`src/rtl/visbuffer_pkg.sv`:
```
// Shared constants for the visibility chain and its ping-pong frame buffer.
// Visibility words are packed {real, imag}, with the real part in the MSBs.
package visbuffer_pkg;
    localparam int LOOP0     = 5;
    localparam int LOOP1     = 3;
    localparam int ACCUM     = 6;
    localparam int VIS_WIDTH = ACCUM;
    localparam int VIS_COUNT = LOOP0 * LOOP1;
    localparam int VIS_DBITS = 8;

    typedef enum logic [1:0] {W_IDLE, W_FILL, W_DROP} wstate_t;
    typedef enum logic {R_IDLE, R_SEND} rstate_t;
endpackage

```
`src/rtl/visbuffer_if.sv`:
```
// Frame input strobes and the readout stream of visbuffer, bundled as one port.
interface visbuffer_if import visbuffer_pkg::*; #(
    parameter int WIDTH = VIS_WIDTH
) ();
    logic               vis_valid_i;
    logic               vis_first_i;
    logic               vis_last_i;
    logic [WIDTH-1:0]   vis_real_i;
    logic [WIDTH-1:0]   vis_imag_i;
    logic               m_tvalid;
    logic               m_tready;
    logic               m_tlast;
    logic [2*WIDTH-1:0] m_tdata;

    modport slave (
        input  vis_valid_i, vis_first_i, vis_last_i, vis_real_i, vis_imag_i, m_tready,
        output m_tvalid, m_tlast, m_tdata
    );

    modport master (
        output vis_valid_i, vis_first_i, vis_last_i, vis_real_i, vis_imag_i, m_tready,
        input  m_tvalid, m_tlast, m_tdata
    );
endinterface

```
`src/rtl/visbuffer_visram.sv`:
```
// Simple dual-port RAM holding both frame banks; address is {bank, index}.
module visram import visbuffer_pkg::*; #(
    parameter int DW = 2 * VIS_WIDTH,
    parameter int AW = $clog2(VIS_COUNT) + 1
) (
    input  logic          clock,
    input  logic          we,
    input  logic [AW-1:0] waddr,
    input  logic [DW-1:0] wdata,
    input  logic          re,
    input  logic [AW-1:0] raddr,
    output logic [DW-1:0] rdata
);
    logic [DW-1:0] mem [2**AW];

    always_ff @(posedge clock) begin
        if (we)
            mem[waddr] <= wdata;
        if (re)
            rdata <= mem[raddr];
    end
endmodule

```
`src/rtl/visbuffer.sv`:
```
// Ping-pong frame buffer: captures visibility frames into two banks and
// streams completed frames out in commit order, dropping frames when both banks are full.
module visbuffer import visbuffer_pkg::*; #(
    parameter int WIDTH = VIS_WIDTH,
    parameter int COUNT = VIS_COUNT,
    parameter int DBITS = VIS_DBITS
) (
    input  logic             clock,
    input  logic             reset,
    visbuffer_if.slave       bus,
    output logic             overflow_o,
    output logic [DBITS-1:0] dropped_o
);
    localparam int IW = (COUNT > 1) ? $clog2(COUNT) : 1;
    localparam int CW = $clog2(COUNT + 1);
    localparam int DW = 2 * WIDTH;
    localparam logic [CW-1:0] COUNT_C = CW'(COUNT);

    wstate_t       wstate, wstate_next;
    rstate_t       rstate, rstate_next;
    logic [1:0]    full;
    logic [CW-1:0] len [2];
    logic          wbank, rbank;
    logic [CW-1:0] wcount, wcount_next;
    logic [CW-1:0] rcount, rcount_next;
    logic          we, commit, drop, bank_avail;
    logic [IW-1:0] widx, ridx;
    logic [CW-1:0] commit_len;
    logic          issue, issue_last, credit;
    logic [DW-1:0] rdata;
    logic          ram_valid, ram_last;
    logic [DW-1:0] ent_data [2];
    logic [1:0]    ent_last;
    logic          head, tail, pop, free_evt;
    logic [1:0]    cnt;
    logic [2:0]    occ;

    assign bus.m_tvalid = (cnt != 2'd0);
    assign bus.m_tdata  = ent_data[head];
    assign bus.m_tlast  = bus.m_tvalid & ent_last[head];
    assign pop          = bus.m_tvalid & bus.m_tready;
    assign free_evt     = pop & bus.m_tlast;
    // A bank released by the final transfer this edge can take a new frame on the same edge.
    assign bank_avail   = !full[wbank] || (free_evt && (rbank == wbank));
    assign occ          = 3'(cnt) + 3'(ram_valid) - 3'(pop);
    assign credit       = (occ < 3'd2);

    visram #(.DW(DW), .AW(IW + 1)) u_ram (
        .clock (clock),
        .we    (we),
        .waddr ({wbank, widx}),
        .wdata ({bus.vis_real_i, bus.vis_imag_i}),
        .re    (issue),
        .raddr ({rbank, ridx}),
        .rdata (rdata)
    );

    always_ff @(posedge clock) begin
        if (reset) begin
            wstate <= W_IDLE;
            rstate <= R_IDLE;
        end else begin
            wstate <= wstate_next;
            rstate <= rstate_next;
        end
    end

    always_comb begin
        wstate_next = wstate;
        if (bus.vis_valid_i) begin
            if (bus.vis_first_i)
                wstate_next = bus.vis_last_i ? W_IDLE : (bank_avail ? W_FILL : W_DROP);
            else if (bus.vis_last_i)
                wstate_next = W_IDLE;
        end
    end

    always_comb begin
        we          = 1'b0;
        widx        = '0;
        commit      = 1'b0;
        commit_len  = '0;
        drop        = 1'b0;
        wcount_next = wcount;
        if (bus.vis_valid_i && bus.vis_first_i) begin
            if (bank_avail) begin
                we          = 1'b1;
                wcount_next = CW'(1);
                commit      = bus.vis_last_i;
                commit_len  = CW'(1);
            end else begin
                drop = 1'b1;
            end
        end else if (bus.vis_valid_i && (wstate == W_FILL)) begin
            // Words past the bank depth are silently discarded; the frame still commits on last.
            if (wcount < COUNT_C) begin
                we          = 1'b1;
                widx        = wcount[IW-1:0];
                wcount_next = wcount + CW'(1);
            end
            commit     = bus.vis_last_i;
            commit_len = wcount_next;
        end
    end

    always_comb begin
        rstate_next = rstate;
        case (rstate)
            R_IDLE:  if (full[rbank] && credit) rstate_next = R_SEND;
            R_SEND:  if (free_evt) rstate_next = R_IDLE;
            default: rstate_next = R_IDLE;
        endcase
    end

    always_comb begin
        issue       = 1'b0;
        issue_last  = 1'b0;
        ridx        = '0;
        rcount_next = rcount;
        if (rstate == R_IDLE) begin
            if (full[rbank] && credit) begin
                issue       = 1'b1;
                issue_last  = (len[rbank] == CW'(1));
                rcount_next = CW'(1);
            end
        end else if (credit && (rcount < len[rbank])) begin
            issue       = 1'b1;
            ridx        = rcount[IW-1:0];
            issue_last  = ((rcount + CW'(1)) == len[rbank]);
            rcount_next = rcount + CW'(1);
        end
    end

    // Commit is applied after free so a bank released and refilled on one edge stays full.
    always_ff @(posedge clock) begin
        if (reset) begin
            full       <= '0;
            len[0]     <= '0;
            len[1]     <= '0;
            wbank      <= 1'b0;
            rbank      <= 1'b0;
            wcount     <= '0;
            rcount     <= '0;
            overflow_o <= 1'b0;
            dropped_o  <= '0;
        end else begin
            wcount <= wcount_next;
            rcount <= rcount_next;
            if (free_evt) begin
                full[rbank] <= 1'b0;
                rbank       <= ~rbank;
            end
            if (commit) begin
                full[wbank] <= 1'b1;
                len[wbank]  <= commit_len;
                wbank       <= ~wbank;
            end
            if (drop) begin
                overflow_o <= 1'b1;
                if (dropped_o != '1)
                    dropped_o <= dropped_o + 1'b1;
            end
        end
    end

    // Two-entry skid store behind the RAM read; issue is throttled so it never overflows.
    always_ff @(posedge clock) begin
        if (reset) begin
            ram_valid   <= 1'b0;
            ram_last    <= 1'b0;
            head        <= 1'b0;
            tail        <= 1'b0;
            cnt         <= 2'd0;
            ent_data[0] <= '0;
            ent_data[1] <= '0;
            ent_last    <= '0;
        end else begin
            ram_valid <= issue;
            ram_last  <= issue_last;
            if (ram_valid) begin
                ent_data[tail] <= rdata;
                ent_last[tail] <= ram_last;
                tail           <= ~tail;
            end
            if (pop)
                head <= ~head;
            cnt <= cnt + 2'(ram_valid) - 2'(pop);
        end
    end
endmodule

```
`src/flat_wrapper.sv`:
```
// flat-port wrapper written by rule: the top's interface ports become plain ports
module visbuffer_flat import visbuffer_pkg::*;
#(
    parameter int WIDTH = VIS_WIDTH,
    parameter int COUNT = VIS_COUNT,
    parameter int DBITS = VIS_DBITS
)
  (clock, reset, overflow_o, dropped_o, bus_vis_valid_i, bus_vis_first_i, bus_vis_last_i, bus_vis_real_i, bus_vis_imag_i, bus_m_tready, bus_m_tvalid, bus_m_tlast, bus_m_tdata);
  visbuffer_if #(.WIDTH(WIDTH)) bus_i ();
  input  logic clock;
  input  logic reset;
  output logic overflow_o;
  output logic [DBITS-1:0] dropped_o;
  input wire logic [$bits(bus_i.vis_valid_i)-1:0] bus_vis_valid_i;
  input wire logic [$bits(bus_i.vis_first_i)-1:0] bus_vis_first_i;
  input wire logic [$bits(bus_i.vis_last_i)-1:0] bus_vis_last_i;
  input wire logic [$bits(bus_i.vis_real_i)-1:0] bus_vis_real_i;
  input wire logic [$bits(bus_i.vis_imag_i)-1:0] bus_vis_imag_i;
  input wire logic [$bits(bus_i.m_tready)-1:0] bus_m_tready;
  output wire logic [$bits(bus_i.m_tvalid)-1:0] bus_m_tvalid;
  output wire logic [$bits(bus_i.m_tlast)-1:0] bus_m_tlast;
  output wire logic [$bits(bus_i.m_tdata)-1:0] bus_m_tdata;
  assign bus_i.vis_valid_i = bus_vis_valid_i;
  assign bus_i.vis_first_i = bus_vis_first_i;
  assign bus_i.vis_last_i = bus_vis_last_i;
  assign bus_i.vis_real_i = bus_vis_real_i;
  assign bus_i.vis_imag_i = bus_vis_imag_i;
  assign bus_i.m_tready = bus_m_tready;
  assign bus_m_tvalid = bus_i.m_tvalid;
  assign bus_m_tlast = bus_i.m_tlast;
  assign bus_m_tdata = bus_i.m_tdata;
  visbuffer #(.WIDTH(WIDTH), .COUNT(COUNT), .DBITS(DBITS)) u_core (.clock(clock), .reset(reset), .bus(bus_i), .overflow_o(overflow_o), .dropped_o(dropped_o));
endmodule
```
`config.mk`:
```
export PLATFORM = sky130hd
export DESIGN_NAME = visbuffer_flat
export DESIGN_NICKNAME = d
export VERILOG_FILES = /design/src/rtl/visbuffer_pkg.sv /design/src/rtl/visbuffer_if.sv /design/src/rtl/visbuffer_visram.sv /design/src/rtl/visbuffer.sv /design/src/flat_wrapper.sv
export SDC_FILE = /design/constraint.sdc
export NUM_CORES = 1
export LEC_CHECK = 0
export ABC_AREA = 1
export CORE_MARGIN = 3
export CORE_UTILIZATION = 55
export CTS_BUF_LIST = sky130_fd_sc_hd__clkbuf_4
export DETAILED_ROUTE_END_ITERATION = 7
export PLACE_DENSITY = 0.69
export SLEW_MARGIN = 15
export SYNTH_ARGS = -nofsm -noshare
export SYNTH_HDL_FRONTEND = slang
export SYNTH_SLANG_ARGS = --single-unit
```
`constraint.sdc`:
```
create_clock -name clock -period 3.97 [get_ports clock]
set_input_delay 0.5955 -clock clock [delete_from_list [all_inputs] [get_ports clock]]
set_output_delay 0.5955 -clock clock [all_outputs]
set_load 0.01 [all_outputs]
```
==> impl_metrics.yaml <==
die:
  io_pins: 41
  placement_rows: 71
  floorplan.die.height_um: 201.8
  design.die.area_sq_um: 40700
  dieWidth_um: 201.8
  initial_utilization_pct: 55.82
  core_region_area_sq_um: 37760
critical_path:
  cp.arrival_ns: 4.33
  worst_r2r_path_depth: 21
  ordered_list_of_cells_on_the_worst_path: "or2_2 > inv_1 > nor2_1 > ha_1 > inv_1 > ha_1 > fa_1 > inv_1 > nand3_2 > nor2_4 > nand3_2 > inv_2 > nand2_2 > inv_2 > buf_12 > buf_12 > nand3_1 > nand3_1 > nand2_1 > nand2_1 > nand2_1"
  end_kind: "register"
  timing_worst_setup_path_type: "reg -> reg"
  timing.critical_path.from_type: "register"
  worst_path_largest_cell_delay_ns: 0.46
  cp_data_required_time_ns: 4.51
  critical_path.slowest_cell: "sky130_fd_sc_hd__fa_1"
  critical_path_peak_fanout: 18
global_routing:
  grt.total_usage_pct: 26.80
  first_pass_grt_wire_length_um: 84810
  grt_start_max_net_pins: 135
  global_route.overflow_total: 0
  grt_pass1_vias: 15310
  grt_antenna_before_repair: 1
synthesis:
  yosys_warnings: 0
  synth-seq-area-share_pct: 64.21
  ys_types: 39
  syn_area_sq_um: 21080
  synth_seq_cells: 462
  postSynthAreaPerCell_sq_um: 10.10
  post_synth_inst_count: 2086
  syn_nets: 2115
cts:
  cts.sink_count: 462
  clock_tree.htree_level_count: 3
  root_buffer_cell: "sky130_fd_sc_hd__clkbuf_4"
  clk_pin_slew_worst_paths_ns: 0.07
  post_cts_setup_buffer_count: 0
  clock_buffers_created_by_tritoncts: 116
  clock_path_buffers: 3
  holdBufCountCts: 0
  cts_resized: 0
  cts_tree: "yes"
  clk-insertion-delay-late_ns: 0.80
placed_design:
  place_worst_setup_slack_ns: -0.3442
  dp_hpwl_um: 31920
  detailed_place.area_sq_um: 22450
  io_buffer_count: 40
  place.gp.congestion: 0.8761
sta:
  fin_crit_sh_pct: 95.34
  timing.slew.headroom_pct: 44.37
  finalMaxSlewViolations: 0
  fin_crit_ns: 3.785
  setup-violations-final: 0
  finalClockSkew_ns: 0.04959
  setup_repair_after_global_routing_missed_its_margin: "yes"
  report.final.hold_viol_count: 0
  timing.fmax_ghz: 0.2642
  layout_setup_ws_ns: 0.1849
  max_slew.worst_pin.slew_ns: 0.8344
  worst_hold_slack_ns: 0.4483
finish:
  layout-drive-gt1-share_pct: 13.32
  postLayoutCellArea_sq_um: 23910
  area_growth_syn_to_layout_pct: 13.46
  number_of_nets_in_the_layout: 2238
  finalCoreUtilization_pct: 63.33
  mostFrequentLayoutCells: "433 x sky130_fd_sc_hd__inv_1, 428 x sky130_fd_sc_hd__edfxtp_1, 356 x sky130_fd_sc_hd__nand3_1"
  layout.filler_cells: 3051
  final_common_cell: "sky130_fd_sc_hd__inv_1"
  sequential_cell_area_sq_um: 13530
  multi_input_comb_area_sq_um: 5340
detailed_routing:
  post_drt_via_cell_ratio: 5.576
  via_count: 15620
  wirelength_um: 54120
  detail_route.first_pass.iterations: 6
  post_drt_wl_per_cell_um: 19.31
  initialDrtViolationCount: 1750
  detail-route-antenna-nets: 0
  drt_drc_violations_left: 0
hold_path:
  hold_depth: 1
  class_of_the_tightest_hold_or_removal_check: "in -> reg"
status:
  run_status: "finished, final reports clean"
power:
  vdd_drop_max_v: 0.0002755
  leakage_nw: 10.19
  power-per-cell-area_nw_per_um2: 449.5
run:
  maxCapViolations: 0
-- cell families (layout without fill, tap and decap cells) --
kind of cell | count (synthesis) | count (layout) | synth area share (%)
fa+ha+maj | 11 | 11 | 0.6887
compound gates | 42 | 42 | 1.081
flops | 462 | 462 | 64.21
mux | 16 | 16 | 0.8371
buf+inv | 567 | 771 | 10.62
simple gates | 980 | 980 | 22.23
xor+xnor | 8 | 8 | 0.3324
other cells | 0 | 1 | 0
-- sequential cells by signal (all words and copies together), names as in the netlist, named ones only --
signal and flops:
u_core.u_ram.mem 384, u_core.ent_data 24, u_core.u_ram.rdata 12, u_core.dropped_o 8
u_core.len 8, u_core.rcount 4, u_core.wcount 4, u_core.cnt 2
u_core.ent_last 2, u_core.full 2, u_core.wstate 2, u_core.head 1
u_core.overflow_o 1, u_core.ram_last 1, u_core.ram_valid 1, u_core.rbank 1
u_core.rstate 1, u_core.tail 1, u_core.wbank 1
-- synth_stat cells (all sizes together) --
cell / instances / share of area (%)
mux2: 13 / 0.69
a21o: 1 / 0.036
a31oi: 1 / 0.030
or2: 1 / 0.030
clkbuf: 51 / 0.91
xnor2: 4 / 0.17
nor3: 3 / 0.071
nand4: 199 / 5.9
ha: 10 / 0.59
buf: 78 / 1.9
o21bai: 1 / 0.036
a21oi: 24 / 0.57
xor2: 4 / 0.17
fa: 1 / 0.095
nor3b: 1 / 0.036
edfxtp: 428 / 61
mux2i: 3 / 0.14
nand3: 362 / 8.7
a211oi: 1 / 0.036
clkinv: 1 / 0.018
nor4: 1 / 0.030
a211o: 1 / 0.042
o211ai: 1 / 0.036
nand2: 316 / 5.6
dfxtp: 34 / 3.2
nor2: 95 / 1.8
o21ai: 11 / 0.26
inv: 437 / 7.8
o21a: 1 / 0.036
nand3b: 2 / 0.071
-- stage by stage --
step                std cells  setup TNS [ns]  power, mW
floorplan                2086               0      6.328
global placement         2602          -2.175      6.917
detailed placement       2602          -2.201      6.930
CTS                      2801               0      10.81
global route             2802      -0.0001057      11.20
finish                   2802               0      10.75
-- cell type report --
type | count | area share, %
Antenna cell | 1 | 0.01047
Multi-Input combinational cell | 1057 | 22.33
Sequential cell | 462 | 56.60
Inverter | 438 | 6.897
Timing Repair Buffer | 134 | 5.473
Tap cell | 511 | 2.674
Clock buffer | 170 | 5.337
Clock inverter | 29 | 0.6802
-- metal layers --
metal | track usage, % | routed length [um]
met2 | 42.44 | 25410
met4 | 11.69 | 2006
met5 | 0 | 0
met1 | 36.66 | 21420
met3 | 4.934 | 5281
-- worst max-delay path: cells and delay by family, from the launching register on --
family | cells | cell delay [ns]
and+or+nand+nor | 11 | 1.50
buffers and inverters | 7 | 0.79
DFF | 1 | 0.33
adders and majority gates | 3 | 0.91
-- final timing paths --
check	start	end	slack, ns
worst min register to register	u_core.wstate[0]	u_core.wstate[0]	0.47
worst max register to register	u_core.cnt[1]	u_core.u_ram.rdata[2]	0.18
worst min-delay path	bus_vis_real_i[1]	u_core.u_ram.mem[9][7]	0.45
worst max-delay path	u_core.cnt[1]	u_core.u_ram.rdata[2]	0.18
-- where the power goes --
group / total (mW) / internal [mW] / leakage [nW] / switching (mW)
registers: 5.49 / 5.41 / 4.17 / 0.0784
clock network: 3.89 / 2.07 / 0.863 / 1.83
logic: 1.36 / 0.431 / 5.16 / 0.931
total: 10.7 / 7.91 / 10.2 / 2.84
Note: power is estimated with default switching activity, not from simulation.
